File: src/rtl/fft_pkg.sv
// fft_pkg: frame reader state encoding and default sizing constants shared by the reader and its bench
package fft_pkg;
  typedef enum logic [1:0] {IDLE, ARM, READ, FLUSH} state_t;
  localparam int DATA_WIDTH_DEF = 12;
  localparam int LEVEL_WIDTH_DEF = 12;
  localparam int FRAME_LEN_DEF = 1024;
endpackage

File: src/rtl/skid_buf2.sv
// skid_buf2: 2-entry output buffer (clk_i/rst_i, push_i+data_i in, pop_i, data_o/valid_o head, count_o occupancy)
module skid_buf2 #(
  parameter int WIDTH = 13
) (
  input  logic             clk_i,
  input  logic             rst_i,
  input  logic             push_i,
  input  logic             pop_i,
  input  logic [WIDTH-1:0] data_i,
  output logic [WIDTH-1:0] data_o,
  output logic             valid_o,
  output logic [1:0]       count_o
);
  logic [WIDTH-1:0] e0_q, e0_d, e1_q, e1_d;
  logic [1:0] cnt_q, cnt_d, slot;
  assign slot = cnt_q - {1'b0, pop_i};
  assign e0_d = push_i && slot == 2'd0 ? data_i : pop_i ? e1_q : e0_q;
  assign e1_d = push_i && slot == 2'd1 ? data_i : e1_q;
  assign cnt_d = slot + {1'b0, push_i};
  always_ff @(posedge clk_i) begin
    if (rst_i) begin
      e0_q <= '0;
      e1_q <= '0;
      cnt_q <= '0;
    end else begin
      e0_q <= e0_d;
      e1_q <= e1_d;
      cnt_q <= cnt_d;
    end
  end
  assign data_o = e0_q;
  assign valid_o = cnt_q != 2'd0;
  assign count_o = cnt_q;
endmodule

File: src/rtl/fifo_frame_reader.sv
// fifo_frame_reader: reads FRAME_LEN-sample frames from an ADC FIFO (rd_* side) and streams them out (m_* side) with frame_cnt/underrun status
module fifo_frame_reader
  import fft_pkg::*;
#(
  parameter int DATA_WIDTH = DATA_WIDTH_DEF,
  parameter int LEVEL_WIDTH = LEVEL_WIDTH_DEF,
  parameter int FRAME_LEN = FRAME_LEN_DEF,
  parameter int SIGNED_OUT = 1
) (
  input  logic                   rd_clk,
  input  logic                   rd_rst,
  input  logic                   enable,
  output logic                   rd_en,
  input  logic [DATA_WIDTH-1:0]  rd_data,
  input  logic                   rd_empty,
  input  logic [LEVEL_WIDTH-1:0] rd_water_level,
  output logic [DATA_WIDTH-1:0]  m_data,
  output logic                   m_valid,
  input  logic                   m_ready,
  output logic                   m_last,
  output logic [15:0]            frame_cnt,
  output logic                   underrun
);
  localparam logic [LEVEL_WIDTH-1:0] LEN = LEVEL_WIDTH'(FRAME_LEN);
  localparam logic [LEVEL_WIDTH-1:0] LAST = LEVEL_WIDTH'(FRAME_LEN - 1);
  localparam logic [DATA_WIDTH-1:0] FLIP = SIGNED_OUT != 0 ? {1'b1, {(DATA_WIDTH-1){1'b0}}} : '0;
  state_t state_q, state_d;
  logic [LEVEL_WIDTH-1:0] issued_q, issued_d;
  logic [15:0] frame_cnt_q, frame_cnt_d;
  logic underrun_q, underrun_d, fly_q, fly_last_q, pop, acc_last, issue_last;
  logic [1:0] buf_cnt;
  logic [DATA_WIDTH:0] buf_out;
  assign pop = m_valid & m_ready;
  assign acc_last = pop & m_last;
  // a word leaving the buffer this cycle frees its slot for a new read
  assign rd_en = !rd_rst && state_q == READ && !rd_empty && issued_q < LEN
              && buf_cnt + {1'b0, fly_q} - {1'b0, pop} < 2'd2;
  assign issue_last = rd_en && issued_q == LAST;
  always_comb begin
    state_d = state_q;
    case (state_q)
      IDLE:    state_d = enable ? ARM : IDLE;
      ARM:     state_d = !enable ? IDLE : rd_water_level >= LEN ? READ : ARM;
      READ:    state_d = issue_last ? FLUSH : READ;
      FLUSH:   state_d = acc_last ? (enable ? ARM : IDLE) : FLUSH;
      default: state_d = IDLE;
    endcase
    issued_d = state_q == READ ? issued_q + LEVEL_WIDTH'(rd_en) : '0;
    frame_cnt_d = frame_cnt_q + 16'(acc_last);
    underrun_d = underrun_q | (state_q == READ && issued_q < LEN && rd_empty);
  end
  always_ff @(posedge rd_clk) begin
    if (rd_rst) begin
      state_q <= IDLE;
      issued_q <= '0;
      frame_cnt_q <= '0;
      underrun_q <= 1'b0;
      fly_q <= 1'b0;
      fly_last_q <= 1'b0;
    end else begin
      state_q <= state_d;
      issued_q <= issued_d;
      frame_cnt_q <= frame_cnt_d;
      underrun_q <= underrun_d;
      fly_q <= rd_en;
      fly_last_q <= issue_last;
    end
  end
  skid_buf2 #(.WIDTH(DATA_WIDTH + 1)) u_buf (
    .clk_i  (rd_clk),
    .rst_i  (rd_rst),
    .push_i (fly_q),
    .pop_i  (pop),
    .data_i ({fly_last_q, rd_data ^ FLIP}),
    .data_o (buf_out),
    .valid_o(m_valid),
    .count_o(buf_cnt)
  );
  assign m_data = buf_out[DATA_WIDTH-1:0];
  assign m_last = m_valid & buf_out[DATA_WIDTH];
  assign frame_cnt = frame_cnt_q;
  assign underrun = underrun_q;
endmodule

File: config.mk
export PLATFORM = sky130hd
export DESIGN_NAME = fifo_frame_reader
export DESIGN_NICKNAME = d
export VERILOG_FILES = /design/src/rtl/fft_pkg.sv /design/src/rtl/skid_buf2.sv /design/src/rtl/fifo_frame_reader.sv
export SDC_FILE = /design/constraint.sdc
export NUM_CORES = 1
export LEC_CHECK = 0
export ABC_CLOCK_PERIOD_IN_PS = 7500
export CAP_MARGIN = 25
export CORE_MARGIN = 2
export CORE_UTILIZATION = 50
export DETAILED_ROUTE_END_ITERATION = 12
export DONT_BUFFER_PORTS = 1
export HOLD_SLACK_MARGIN = 0.03
export SLEW_MARGIN = 20
export SYNTH_ARGS = -nofsm -noshare
export SYNTH_HDL_FRONTEND = slang
export SYNTH_HIERARCHICAL = 1
export SYNTH_SLANG_ARGS = --single-unit
File: constraint.sdc
create_clock -name rd_clk -period 7.5 [get_ports rd_clk]
set_input_delay 1.5 -clock rd_clk [delete_from_list [all_inputs] [get_ports rd_clk]]
set_output_delay 1.5 -clock rd_clk [all_outputs]
set_load 0.02 [all_outputs]
[Word-level counts from Yosys, hierarchy flattened]
Index checks and enable logic that the tools add are counted.
Storage, ports and cells
  output and inout port bits: 32
  flip-flop bits (word level): 61
  input port bits: 29
  logic and storage cells: 53
Cells by class
  equal/unequal tests: 5
  multiplexer cells: 8
  bitwise logic cells: 6
  order comparisons: 3
  add/subtract/negate cells: 6
  reductions and logical operators: 16
Operator list (count)
  two-way mux 13 bit: 2
  adder 16 x 1 -> 16 bit: 1
  adder 12 x 1 -> 12 bit: 1
  equality test 12 x 10 -> 1 bit (second input constant): 1
  greater-or-equal comparator 12 x 11 -> 1 bit (second input constant): 1
  < comparator 12 x 11 -> 1 bit (second input constant): 1
  logical AND 1 bit: 9
  case mux 2 bit (4 select lines): 1
  two-way mux 2 bit: 3
  adder 2 x 1 -> 2 bit: 2
  equality test 2 x 1 -> 1 bit (second input constant): 2
  equality test 2 bit (second input constant): 2
  logical NOT 2 bit: 2
  nonzero test 2 bit: 2
  subtractor 2 x 1 -> 2 bit: 2
  AND 1 bit: 3
  logical NOT 1 bit: 2
  < comparator 2 bit (second input constant): 1
  two-way mux 1 bit: 2
  NOT 1 bit: 2
  OR reduction 2 bit: 1
  OR 1 bit: 1

[Depth between registers and ports, before layout]
  depth in word-level cells: 8
  gate-level depth with buffers: 11

[Hierarchy]
The synthesis kept the hierarchy.
Modules (own cells, without submodules)
  fifo_frame_reader: times used 1, sequential area each 660.6 µm², cells an instance 163, area an instance 1483.9 µm²
  skid_buf2: times used 1, sequential area each 560.5 µm², cells an instance 126, area an instance 1275.0 µm²

[Worst setup path after synthesis]
No wires, ideal clock.
  path type: input to output
  start: in m_ready
  end: out rd_en
  arrival: 2.598 ns
  setup slack: 3.402 ns
  buffers on the path: 0
  stages: 5
  cell sequence: and2_1 ha_1 nor2b_1 xnor2_1 nor3_2
On the way
  cells in the longest elaborated chain, start to end: 4
Ends and longest elaborated chain
  start: declaration: line fifo_frame_reader.sv:19  | input logic m_ready,
  AND 1 bit: line fifo_frame_reader.sv:33  | assign pop = m_valid & m_ready;
  subtractor 2 x 1 -> 2 bit: line fifo_frame_reader.sv:37  | && buf_cnt + {1'b0, fly_q} - {1'b0, pop} < 2'd2;
  < comparator 2 bit: line fifo_frame_reader.sv:37
  logical AND 1 bit: line fifo_frame_reader.sv:37
  end: declaration: line fifo_frame_reader.sv:13  | output logic rd_en,
No other way between the ends.

[Final worst setup path]
Ends and elaborated chain as after synthesis.

==> impl_metrics.json <==
{
  "initial_utilization": 0.5104,
  "portBuffers": 0,
  "htree_levels": 3,
  "antenna_found_initial": 0,
  "r2r_slack_ns": 3.90,
  "finalSetupViolCount": 0,
  "holdCritPathClass": "reg2reg",
  "postCtsSetupBuffers": 0,
  "yosysMostFrequentCell": "dfxtp_1",
  "hold_path_end": "u_buf/e1_q[0]",
  "clk_latency_ns": 0.32,
  "synth-edff-count": 0,
  "cts_hold_buf": 0,
  "avgSynthCellArea_um2": 9.546,
  "p_leak_nw": 1.024,
  "synth-seq-area-share": 0.4426,
  "r2r_start": "u_buf/count_o[1]",
  "crit_path_start": "m_ready",
  "nets": 325,
  "end_kind": "output pin",
  "ys_types": 39,
  "worstSetupStartpointType": "input port",
  "grt_util_met1": 0.2317,
  "gr-usage-all-layers": 0.1762,
  "drt-initial-drc-count": 82,
  "multi_input_area_um2": 1429,
  "regArea_um2": 1221,
  "cp_data_required_time_ns": 6.00,
  "yosysTopAreaCell": "dfxtp_1",
  "synthDominantCellAreaShare": 0.4426,
  "cts_buffers": 9,
  "whs_path_depth": 2,
  "finalMaxSlewViolations": 0,
  "die_height_um": 78.28,
  "final_layout_size_suffix_gt1_frac": 0.06507,
  "worst_hold_startpoint": "u_buf/e1_q[0]",
  "synthesis.nets": 326,
  "use_met2": 0.2629,
  "power_density_nw_per_um2": 238.0,
  "dp.cells": 348,
  "synth_area_um2": 2759,
  "fin_cells": 364,
  "worst_pin_slew_ns": 0.9240,
  "synth.top_cells.by_area": "dfxtp_1 44%, mux2i_1 9.4%, nand2b_1 6.1%, nor2_1 5.4%, xnor2_1 4.1%",
  "critPathSlowestCell": "and2_1",
  "fill_cells": 507,
  "max_freq_ghz": 0.2068,
  "worstPathArrival_ns": 3.34,
  "grt_max_degree": 62,
  "relSlewSlack": 0.3840,
  "cts_max_path_buffers": 2,
  "setup_tns_ns": 0,
  "rsz0062_at_grt": "false",
  "root_buffer": "clkbuf_8",
  "yosys-top-cells-count": "61 x dfxtp_1, 40 x nor2_1, 27 x nand2b_1",
  "die_x_um": 78.28,
  "r2r_end": "issued_q[10]",
  "synthArstFlopShare": 0,
  "drt_first_pass_iters": 4,
  "ant_nets": 0,
  "route.detailed.drc": 0,
  "met3_usage": 0.04253,
  "cpLargestDelayFamily": "simple AND/OR/NAND/NOR gates",
  "worstPathCellList": "and2_1 -> ha_1 -> nor2b_1 -> xnor2_1 -> nor3_2",
  "grt_overflow_total": 0,
  "max_stage_delay_ns": 0.71,
  "r2r_cells": 11,
  "grt_pass1_wl_um": 8528,
  "yosys_warnings": 6,
  "ctsResizeCount": 0,
  "via_per_inst": 5.286,
  "grt_pass1_vias": 1856,
  "cts_tree": "yes",
  "irDropWorstVdd_mv": 0.1720,
  "drv_cap": 0,
  "critPathBufInv": 0,
  "dieArea_um2": 6128,
  "clk_pin_slew_ns": 0.06,
  "grt-busiest-layer": "met2",
  "core_area_um2": 5405,
  "rows": 27,
  "hold_violations": 0,
  "finalWirelength_um": 4936,
  "syn-instance-count": 289,
  "hpwlAfterDp_um": 3209,
  "diodes": 0,
  "timing.final.crit_period_ns": 4.836,
  "ys.flop_type": "dfxtp_1",
  "synth-seq-cells": 61,
  "critPathMaxFanout": 15,
  "ioPinCount": 61,
  "syn_to_final_growth_pct": 6.848,
  "post-route-period-util": 0.6448,
  "fin_skew_ns": 0.002829,
  "status": "finished, final reports clean",
  "critPathKind": "in2out",
  "cts_sinks": 61,
  "avgRoutedWirePerCell_um": 13.56,
  "gp_congestion": 0.7032,
  "vias": 1924
}
## worst register-to-register path, stage by stage, from the launching register on
cell	delay, ns
dfxtp_1	0.40
or2_2	0.23
and2_1	0.76
ha_1	0.37
nor2b_1	0.13
xnor2_1	0.10
nor3_2	0.52
ha_1	0.34
ha_1	0.29
nand4_1	0.13
xor2_1	0.15
nor2_1	0.05
## cell type report
cell class              instances  area share
clock buffers                  13     0.05051
well taps                      72     0.03056
inverters                       9     0.01146
flip-flops and latches         61      0.4143
clock inverters                 2    0.003396
repair buffers                  1    0.005093
multi-input cells             206      0.4847
## flip-flops by register name, summed over array words and instances (netlist names)
name and cells:
u_buf/count_o 2, u_buf/data_o 13, frame_cnt 16, state_q 2, fly_last_q 1, underrun 1, u_buf/e1_q 13, fly_q 1
issued_q 12
## placed cells by master (no fill, tap or decap), drive strengths merged
cell / instances
a211oi: 13
a21o: 1
a21oi: 4
a31oi: 1
a32o: 1
and2: 3
and3: 7
and4: 1
buf: 1
clkbuf: 13
clkinv: 2
dfxtp: 61
ha: 8
inv: 9
mux2i: 26
nand2: 4
nand2b: 27
nand3: 11
nand3b: 1
nand4: 6
nor2: 40
nor2b: 5
nor3: 6
nor3b: 1
nor4: 4
o2111ai: 1
o211ai: 1
o21ai: 3
o2bb2ai: 1
or2: 1
or3: 4
xnor2: 13
xor2: 12
## per-layer routing
metal | up-vias | wire, um
met3 | 9 | 232
met1 | 881 | 2449
met2 | 41 | 2149
met4 | 0 | 105
met5 | - | 0
li1 | 993 | -
## stage by stage
stage            util  setup slack, ns  area [um^2]   power, W  hold slack [ns]
6_report       0.5454            2.664         2948  0.0007015           0.4739
4_1_cts        0.5426            2.633         2933  0.0007123           0.4762
2_1_floorplan       -            3.402         2759  0.0004561           0.4483
5_1_grt        0.5454            2.502         2948  0.0007386           0.4905
3_3_place_gp   0.5132            2.637         2774  0.0004643           0.4591
3_5_place_dp   0.5132            2.644         2774  0.0004664           0.4624
## logic make-up (layout without fill, tap and decap cells)
family                     after synthesis  count (layout)  share of synthesized area
xor gates and xnor gates                25              25                    0.07937
DFF                                     61              61                     0.4426
adders and majority gates                8               8                    0.03628
AOI/OAI and AO/OA                       26              26                    0.06576
and+or+nand+nor                        121             121                     0.2422
muxes                                   26              26                    0.09433
buffers and inverters                   22              25                    0.03945
## where the power goes
part | internal, W | switching (W)
registers | 0.000334 | 0.0000112
logic | 0.0000492 | 0.0000659
clock network | 0.000126 | 0.000115
total | 0.000509 | 0.000192
## how the worst max path moves through the flow
stage          endpoint  cells after the start  slack (ns)
2_1_floorplan     rd_en                      5        3.40
3_5_place_dp      rd_en                      5        2.64
3_3_place_gp      rd_en                      5        2.64
5_1_grt           rd_en                      5        2.50
4_1_cts           rd_en                      5        2.63
6_report          rd_en                      5        2.66
(Power assumes the default switching activity.)
